===== src/rtl/cdc_pkg.sv =====
// Shared types and constants for the toggle-handshake bus crossing (sender and receiver).
package cdc_pkg;

  typedef enum logic [1:0] {
    RESYNC   = 2'd0,
    IDLE     = 2'd1,
    WAIT_ACK = 2'd2
  } cdc_tx_state_t;

  localparam int XFER_CNT_W = 16;

  // Bits needed to hold 0..max_val; never less than one bit.
  function automatic int cnt_width(input int max_val);
    return (max_val > 0) ? $clog2(max_val + 1) : 1;
  endfunction

endpackage


===== src/rtl/cdc_bus_sender_ack_sync.sv =====
// Multi-flop synchroniser bringing the receiver's ack toggle into the sender clock domain.
module ack_synchronizer #(
  parameter int STAGES = 2
) (
  input  logic clk,
  input  logic reset,
  input  logic async_in,
  output logic sync_out
);

  logic [STAGES-1:0] sync_reg;

  always_ff @(posedge clk or posedge reset) begin
    if (reset) sync_reg[0] <= 1'b0;
    else       sync_reg[0] <= async_in;
  end

  genvar gi;
  generate
    for (gi = 1; gi < STAGES; gi++) begin : g_stage
      always_ff @(posedge clk or posedge reset) begin
        if (reset) sync_reg[gi] <= 1'b0;
        else       sync_reg[gi] <= sync_reg[gi-1];
      end
    end
  endgenerate

  assign sync_out = sync_reg[STAGES-1];

endmodule


===== src/rtl/cdc_bus_sender.sv =====
// Sends a WIDTH-bit word to a foreign clock domain with a toggle req/ack handshake;
// the data bus is held stable from the req toggle until the synchronised ack matches.
module cdc_bus_sender
  import cdc_pkg::*;
#(
  parameter int WIDTH          = 10,
  parameter int SYNC_STAGES    = 2,
  parameter int TIMEOUT_CYCLES = 1024
) (
  input  logic                  clk,
  input  logic                  reset,
  input  logic [WIDTH-1:0]      in_data,
  input  logic                  in_valid,
  output logic                  in_ready,
  output logic [WIDTH-1:0]      bus_data,
  output logic                  bus_req,
  input  logic                  bus_ack,
  output logic                  timeout_err,
  output logic [XFER_CNT_W-1:0] xfer_count
);

  localparam int TO_W = cnt_width(TIMEOUT_CYCLES);
  localparam int RS_W = cnt_width(SYNC_STAGES);
  localparam logic [TO_W-1:0] TO_MAX = TO_W'(TIMEOUT_CYCLES);
  localparam logic [RS_W-1:0] RS_MAX = RS_W'(SYNC_STAGES);
  localparam bit TO_EN = (TIMEOUT_CYCLES != 0);

  cdc_tx_state_t         state_reg, state_next;
  logic [RS_W-1:0]       resync_cnt_reg, resync_cnt_next;
  logic [TO_W-1:0]       timeout_cnt_reg, timeout_cnt_next;
  logic [WIDTH-1:0]      data_reg, data_next;
  logic                  req_reg, req_next;
  logic                  timeout_err_reg, timeout_err_next;
  logic [XFER_CNT_W-1:0] xfer_count_reg, xfer_count_next;
  logic                  ack_s;
  logic                  match;

  ack_synchronizer #(
    .STAGES(SYNC_STAGES)
  ) u_ack_sync (
    .clk     (clk),
    .reset   (reset),
    .async_in(bus_ack),
    .sync_out(ack_s)
  );

  assign match = (ack_s == req_reg);

  always_comb begin
    state_next       = state_reg;
    resync_cnt_next  = resync_cnt_reg;
    timeout_cnt_next = timeout_cnt_reg;
    data_next        = data_reg;
    req_next         = req_reg;
    timeout_err_next = timeout_err_reg;
    xfer_count_next  = xfer_count_reg;

    case (state_reg)
      RESYNC: begin
        // Let the synchroniser flush, then wait out any stale ack from an unreset receiver.
        if (resync_cnt_reg != RS_MAX) begin
          resync_cnt_next = resync_cnt_reg + 1'b1;
        end else if (match) begin
          state_next = IDLE;
        end
      end

      IDLE: begin
        if (in_valid) begin
          data_next        = in_data;
          req_next         = ~req_reg;
          timeout_cnt_next = '0;
          state_next       = WAIT_ACK;
        end
      end

      WAIT_ACK: begin
        if (match) begin
          xfer_count_next = xfer_count_reg + 1'b1;
          state_next      = IDLE;
        end else if (TO_EN && (timeout_cnt_reg != TO_MAX)) begin
          // The transfer is never abandoned; the counter just saturates and flags.
          timeout_cnt_next = timeout_cnt_reg + 1'b1;
          if (timeout_cnt_reg == TO_MAX - 1'b1) timeout_err_next = 1'b1;
        end
      end

      default: state_next = RESYNC;
    endcase
  end

  always_ff @(posedge clk or posedge reset) begin
    if (reset) begin
      state_reg       <= RESYNC;
      resync_cnt_reg  <= '0;
      timeout_cnt_reg <= '0;
      data_reg        <= '0;
      req_reg         <= 1'b0;
      timeout_err_reg <= 1'b0;
      xfer_count_reg  <= '0;
    end else begin
      state_reg       <= state_next;
      resync_cnt_reg  <= resync_cnt_next;
      timeout_cnt_reg <= timeout_cnt_next;
      data_reg        <= data_next;
      req_reg         <= req_next;
      timeout_err_reg <= timeout_err_next;
      xfer_count_reg  <= xfer_count_next;
    end
  end

  assign in_ready    = (state_reg == IDLE);
  assign bus_data    = data_reg;
  assign bus_req     = req_reg;
  assign timeout_err = timeout_err_reg;
  assign xfer_count  = xfer_count_reg;

endmodule

===== config.mk =====
export PLATFORM = sky130hd
export DESIGN_NAME = cdc_bus_sender
export DESIGN_NICKNAME = d
export VERILOG_FILES = /design/src/rtl/cdc_pkg.sv /design/src/rtl/cdc_bus_sender_ack_sync.sv /design/src/rtl/cdc_bus_sender.sv
export SDC_FILE = /design/constraint.sdc
export NUM_CORES = 1
export LEC_CHECK = 0
export BUFFER_PORTS_ARGS = -buffer_cell sky130_fd_sc_hd__buf_2
export CORE_UTILIZATION = 50
export DETAILED_ROUTE_END_ITERATION = 10
export PLACE_DENSITY = 0.7
export SLEW_MARGIN = 20
export SYNTH_ARGS = -nofsm -noshare
export SYNTH_HDL_FRONTEND = slang
export SYNTH_HIERARCHICAL = 1
export SYNTH_SLANG_ARGS = --single-unit

===== constraint.sdc =====
create_clock -name clk -period 1.8 [get_ports clk]
set_input_delay 0.09 -clock clk [delete_from_list [all_inputs] [get_ports clk]]
set_output_delay 0.09 -clock clk [all_outputs]
set_load 0.02 [all_outputs]

# ---- Word-level counts from Yosys, hierarchy flattened
# Cells that the tools add are included.
dict set report word_totals {
  regBits 45
  input_bits 14
  output_inout_bits 29
  wordCells 40
}
dict set report classes {
  n_addsub 3
  n_eq_ne 10
  n_mux 8
  bitwise_logic 2
  reduce_logical 8
}
# cell count
set ops {}
lappend ops {{$mux W11} 3}
lappend ops {{$pmux W11 S2} 1}
lappend ops {{$add A16 B1 Y16 const B} 1}
lappend ops {{$add A11 B1 Y11 const B} 1}
lappend ops {{$eq A11 B10 Y1 const B} 1}
lappend ops {{$ne A11 B11 Y1 const B} 1}
lappend ops {{$ne A2 B2 Y1 const B} 5}
lappend ops {{$reduce_and A2 Y1} 4}
lappend ops {{$reduce_and A4 Y1} 2}
lappend ops {{$mux W2} 3}
lappend ops {{$pmux W2 S3} 1}
lappend ops {{$add A2 B1 Y2 const B} 1}
lappend ops {{$eq A2 B1 Y1 const B} 1}
lappend ops {{$eq A2 B2 Y1 const B} 1}
lappend ops {{$logic_not A2 Y1} 1}
lappend ops {{$not A1 Y1} 2}
lappend ops {{$reduce_bool A2 Y1} 1}
lappend ops {{$eq A1 B1 Y1} 1}

# ---- Depth between registers and ports, before layout
dict set report depth {
  ltp_word 4
  ltp_mapped 6
  mapped_depth_nobuf 6
}

# ---- Hierarchy
# The synthesis kept the hierarchy.
# mod n_inst cells_per_inst area_per_inst_um2 seq_area_each_um2
set modules_own_cells {}
lappend modules_own_cells {cdc_bus_sender 1 197 1995.7 1076.0}
lappend modules_own_cells {ack_synchronizer 1 3 53.8 50.0}

# ---- Least setup slack after synthesis
# OpenSTA, ideal clock, no wires.
dict set report synth_path {
  kind {reg-to-reg}
  start {register req_reg, in the netlist bus_req}
  end {register xfer_count_reg[10], in the netlist xfer_count[10]}
  setup_ns 0.129
  arrival_ns 1.518
  required_ns 1.671
  path_slack_ns 0.153
  stages_incl_launch_ff 5
  n_path_buf 0
  synth_period_minus_slack_ns 1.647
  cell_sequence {dfrtp_1 > xor2_2 > nor4_1 > nand4_1 > xnor2_1}
}
dict set report synth_via {
  elab_chain_len 2
}
# item line_no
set synth_lines {}
lappend synth_lines {{from (decl)} cdc_bus_sender.sv:32} ;# logic req_reg, req_next;
lappend synth_lines {{from (signal assigned)} cdc_bus_sender.sv:106} ;# req_reg <= req_next;
lappend synth_lines {{$eq A1 B1 Y1} cdc_bus_sender.sv:47} ;# assign match = (ack_s == req_reg);
lappend synth_lines {{$reduce_and A2 Y1 (no line)} -}
lappend synth_lines {{to (signal assigned)} cdc_bus_sender.sv:108} ;# xfer_count_reg <= xfer_count_next;
lappend synth_lines {{to (decl)} cdc_bus_sender.sv:34} ;# logic [XFER_CNT_W-1:0] xfer_count_reg, xfer_count_next;
# No other way between the ends.
# A chain may end at the register's enable or synchronous reset.

# ---- Worst setup path after layout
dict set report layout_path {
  start {register timeout_cnt_reg[0]}
  end {register timeout_cnt_reg[1]}
}
dict set report layout_via {
  elab_chain_len 4
  elab_cells_between_ends 7
}
# item line_no
set layout_lines {}
lappend layout_lines {{from (decl)} cdc_bus_sender.sv:30} ;# logic [TO_W-1:0] timeout_cnt_reg, timeout_cnt_next;
lappend layout_lines {{from (signal assigned)} cdc_bus_sender.sv:104} ;# timeout_cnt_reg <= timeout_cnt_next;
lappend layout_lines {{$add A11 B1 Y11} cdc_bus_sender.sv:83} ;# timeout_cnt_next = timeout_cnt_reg + 1'b1;
lappend layout_lines {{$mux W11} cdc_bus_sender.sv:81} ;# end else if (TO_EN && (timeout_cnt_reg != TO_MAX)) begin
lappend layout_lines {{$mux W11} cdc_bus_sender.sv:78} ;# if (match) begin
lappend layout_lines {{$pmux W11 S2} cdc_bus_sender.sv:58} ;# case (state_reg)
# Several ways; a longest one is shown, not always the timed one. The select of a mux whose other input is x is not followed.

==> results.cfg <==
[placed_design]
dp_hpwl_mm = 2.72
place.gp.congestion = 0.886
io_buffers = 42
place_inst = 293

[power_and_ir_drop]
combPwrFrac_pct = 34.6
peakVddDrop_mv = 0.887
p_leak_nw = 1.26
power_frac_seq_pct = 45.5
power.density_nw_per_um2 = 1200
internal_power_w = 0.00194
netSwitchingFraction_pct = 37.2
clkPwrFrac_pct = 19.9
p_switching_w = 0.00115

[clock_tree]
h-tree-depth = 2
cts_max_path_buffers = 2
clock_latency_ns = 0.29
cts_buffers = 5
clock-root-buffer = clkbuf_8
cts_setup_buffers = 0
cts_tree = yes
cts.clk_slew.worst_paths_ns = 0.08
cts_sinks = 45

[sta]
final-hold-violation-count = 0
worst_hold_slack_ns = 0.0932
clock_skew_ns = 0.00702
setup_viol = 0
clock.fmax_mhz = 586
tightest_slew_ns = 0.517
slew_viol_final = 0
finalCritPeriodShare_pct = 94.8
fin_crit_ns = 1.71
relSlewSlack_pct = 65.5

[floorplanning]
die_y_um = 66.0
core_region_area_um2 = 3800
start_util_pct = 54.0
design.die.area_um2 = 4360
ios = 43
die_w_um = 66.0
rows = 22

[detailed_routing]
wl_per_cell_um = 13.2
vias = 1632
firstDrtPassIters = 4
antenna_left = 0
drc = 0
dr.first_iter.drc_count = 146
vias_per_cell = 5.23
wirelength_mm = 4.11

[worst_setup_path]
cp_slowest_stage_delay_ns = 0.38
crit_path_start_kind = flip-flop
worstPathCellList = inv_1 -> ha_1 -> nor4bb_4 -> and4_1 -> o21ai_1 -> mux2i_1
startpoint = timeout_cnt_reg[0]
crit_arrival_ns = 1.92
crit_fanout = 5
setup.worst_path.class = reg -> reg
r2r-start = timeout_cnt_reg[0]
endpoint_kind = flip-flop
critPathRequiredTime_ns = 2.02
crit_slowest_cell = dfrtp_1

[layout]
fillers = 311
layoutNonFillerInstCount = 312
final_cell_mix = 45 x nand2_1, 45 x dfrtp_1, 42 x buf_2, 17 x xnor2_1, 12 x dlygate4sd3_1
drive_above_1_share_pct = 22.7
diodes = 0
syn2layout_area_growth_pct = 25.6
final_nets = 282
largest_reg_flops = 16

[synth]
synth_seq_cells = 45
synth_nets = 218
ys_warn_count = 6
seq_area_frac_synth_pct = 54.9
syn_area_per_cell_um2 = 10.2
syn_inst = 200
syn_area_um2 = 2050
synth_cell_types = 35

[grt]
grt_pass1_vias = 1535
grt_pass1_wl_mm = 7.00
grt_max_degree = 44
overflow = 0
antenna_found_initial = 0
grt_use_total_pct = 21.3

[worst_hold_path]
hold_start = in_valid
worstHoldPathType = in -> reg

[flow_run]
max_cap_violations = 0

[outcome]
outcome = finished clean
## critical path, delay by kind of cell (launching register included)
kind | cells | cell delay (ns)
AO/OA/AOI/OAI | 1 | 0.36
adder cells (fa/ha/maj) | 1 | 0.20
buffers and inverters | 1 | 0.08
flip-flops | 1 | 0.38
multiplexers | 1 | 0.23
AND/OR/NAND/NOR | 2 | 0.38
## cells in the mapped netlist (all sizes together)
cell type / instances / area share [%]
a21oi: 2 / 0.49
a31o: 1 / 0.43
a31oi: 1 / 0.31
a41oi: 1 / 0.43
and2: 3 / 0.92
and3: 2 / 0.61
and4: 4 / 1.7
buf: 1 / 0.24
clkbuf: 2 / 0.37
dfrtp: 45 / 55
ha: 4 / 2.4
inv: 9 / 1.6
mux2: 1 / 0.55
mux2i: 3 / 1.5
nand2: 46 / 8.5
nand2b: 2 / 0.61
nand3: 11 / 2.7
nand4: 11 / 3.4
nor2: 10 / 1.8
nor2b: 2 / 0.61
nor3: 3 / 0.73
nor4: 4 / 2.0
nor4bb: 1 / 0.49
o211ai: 2 / 0.73
o21ai: 4 / 0.98
o21bai: 1 / 0.37
o221ai: 1 / 0.43
o2bb2ai: 1 / 0.43
or4: 1 / 0.37
xnor2: 17 / 7.3
xor2: 4 / 2.1
## per-layer routing
metal / share of wire, % / GRT usage [%]
met5: 0 / 0
met4: 1.1 / 7.18
met3: 3.4 / 4.83
met2: 46 / 31.9
met1: 50 / 30.3
## area by class of cell
cell class	count	area [um^2]	share of cell area, %
inverter	9	33.8	1.31
tap	48	60.1	2.33
sequential	45	1130	43.8
clock buffer	7	86.3	3.35
multi-input combinational	143	892	34.7
timing repair buffer	60	375	14.6
## power groups by stage
stage	clock [W]	combinational, W	sequential (W)
after floorplan	0	0.000503	0.00159
after global placement	0	0.00101	0.00141
after detailed placement	0	0.00103	0.00141
after CTS	0.000629	0.00105	0.00140
after global routing	0.000675	0.00117	0.00143
final	0.000614	0.00106	0.00140
## timing repair
item                       in CTS  in global routing
hold endpoints to repair       56                  0
resized for setup               0                  2
setup endpoints to repair       0                  5
hold buffers                   12                  0
## cells by family (layout without fill, tap and decap cells)
family / Yosys count / count (layout) / share of synthesized area [%]
AND/OR/NAND/NOR: 100 / 100 / 24.4
flip-flops: 45 / 45 / 54.9
XOR/XNOR: 21 / 21 / 9.34
AO/OA/AOI/OAI: 14 / 14 / 4.58
buffers and inverters: 12 / 76 / 2.26
adder cells (fa/ha/maj): 4 / 4 / 2.44
multiplexers: 4 / 4 / 2.01
## path summary, 6_finish.rpt
check	end	cells past startpoint	slack, ns
min in group asynchronous	u_ack_sync/sync_reg[0]	3	0.21
max in group asynchronous	timeout_cnt_reg[2]	4	0.96
min	state_reg[0]	3	0.09
max	timeout_cnt_reg[1]	6	0.09
min reg2reg	u_ack_sync/sync_out	0	0.36
max reg2reg	timeout_cnt_reg[1]	6	0.09
## per-stage QoR
stage	total power, W	setup WS [ns]	utilization (%)	instance area, um^2	TNS, ns
after floorplan	0.00210	0.153	-	2050	0
after global placement	0.00242	0.191	61.9	2350	0
after detailed placement	0.00244	0.144	61.9	2350	0
after CTS	0.00308	0.130	67.4	2560	0
after global routing	0.00328	-0.0180	67.8	2570	-0.0194
final	0.00308	0.0938	67.8	2570	0
Note: power is estimated with default switching activity, not from simulation.
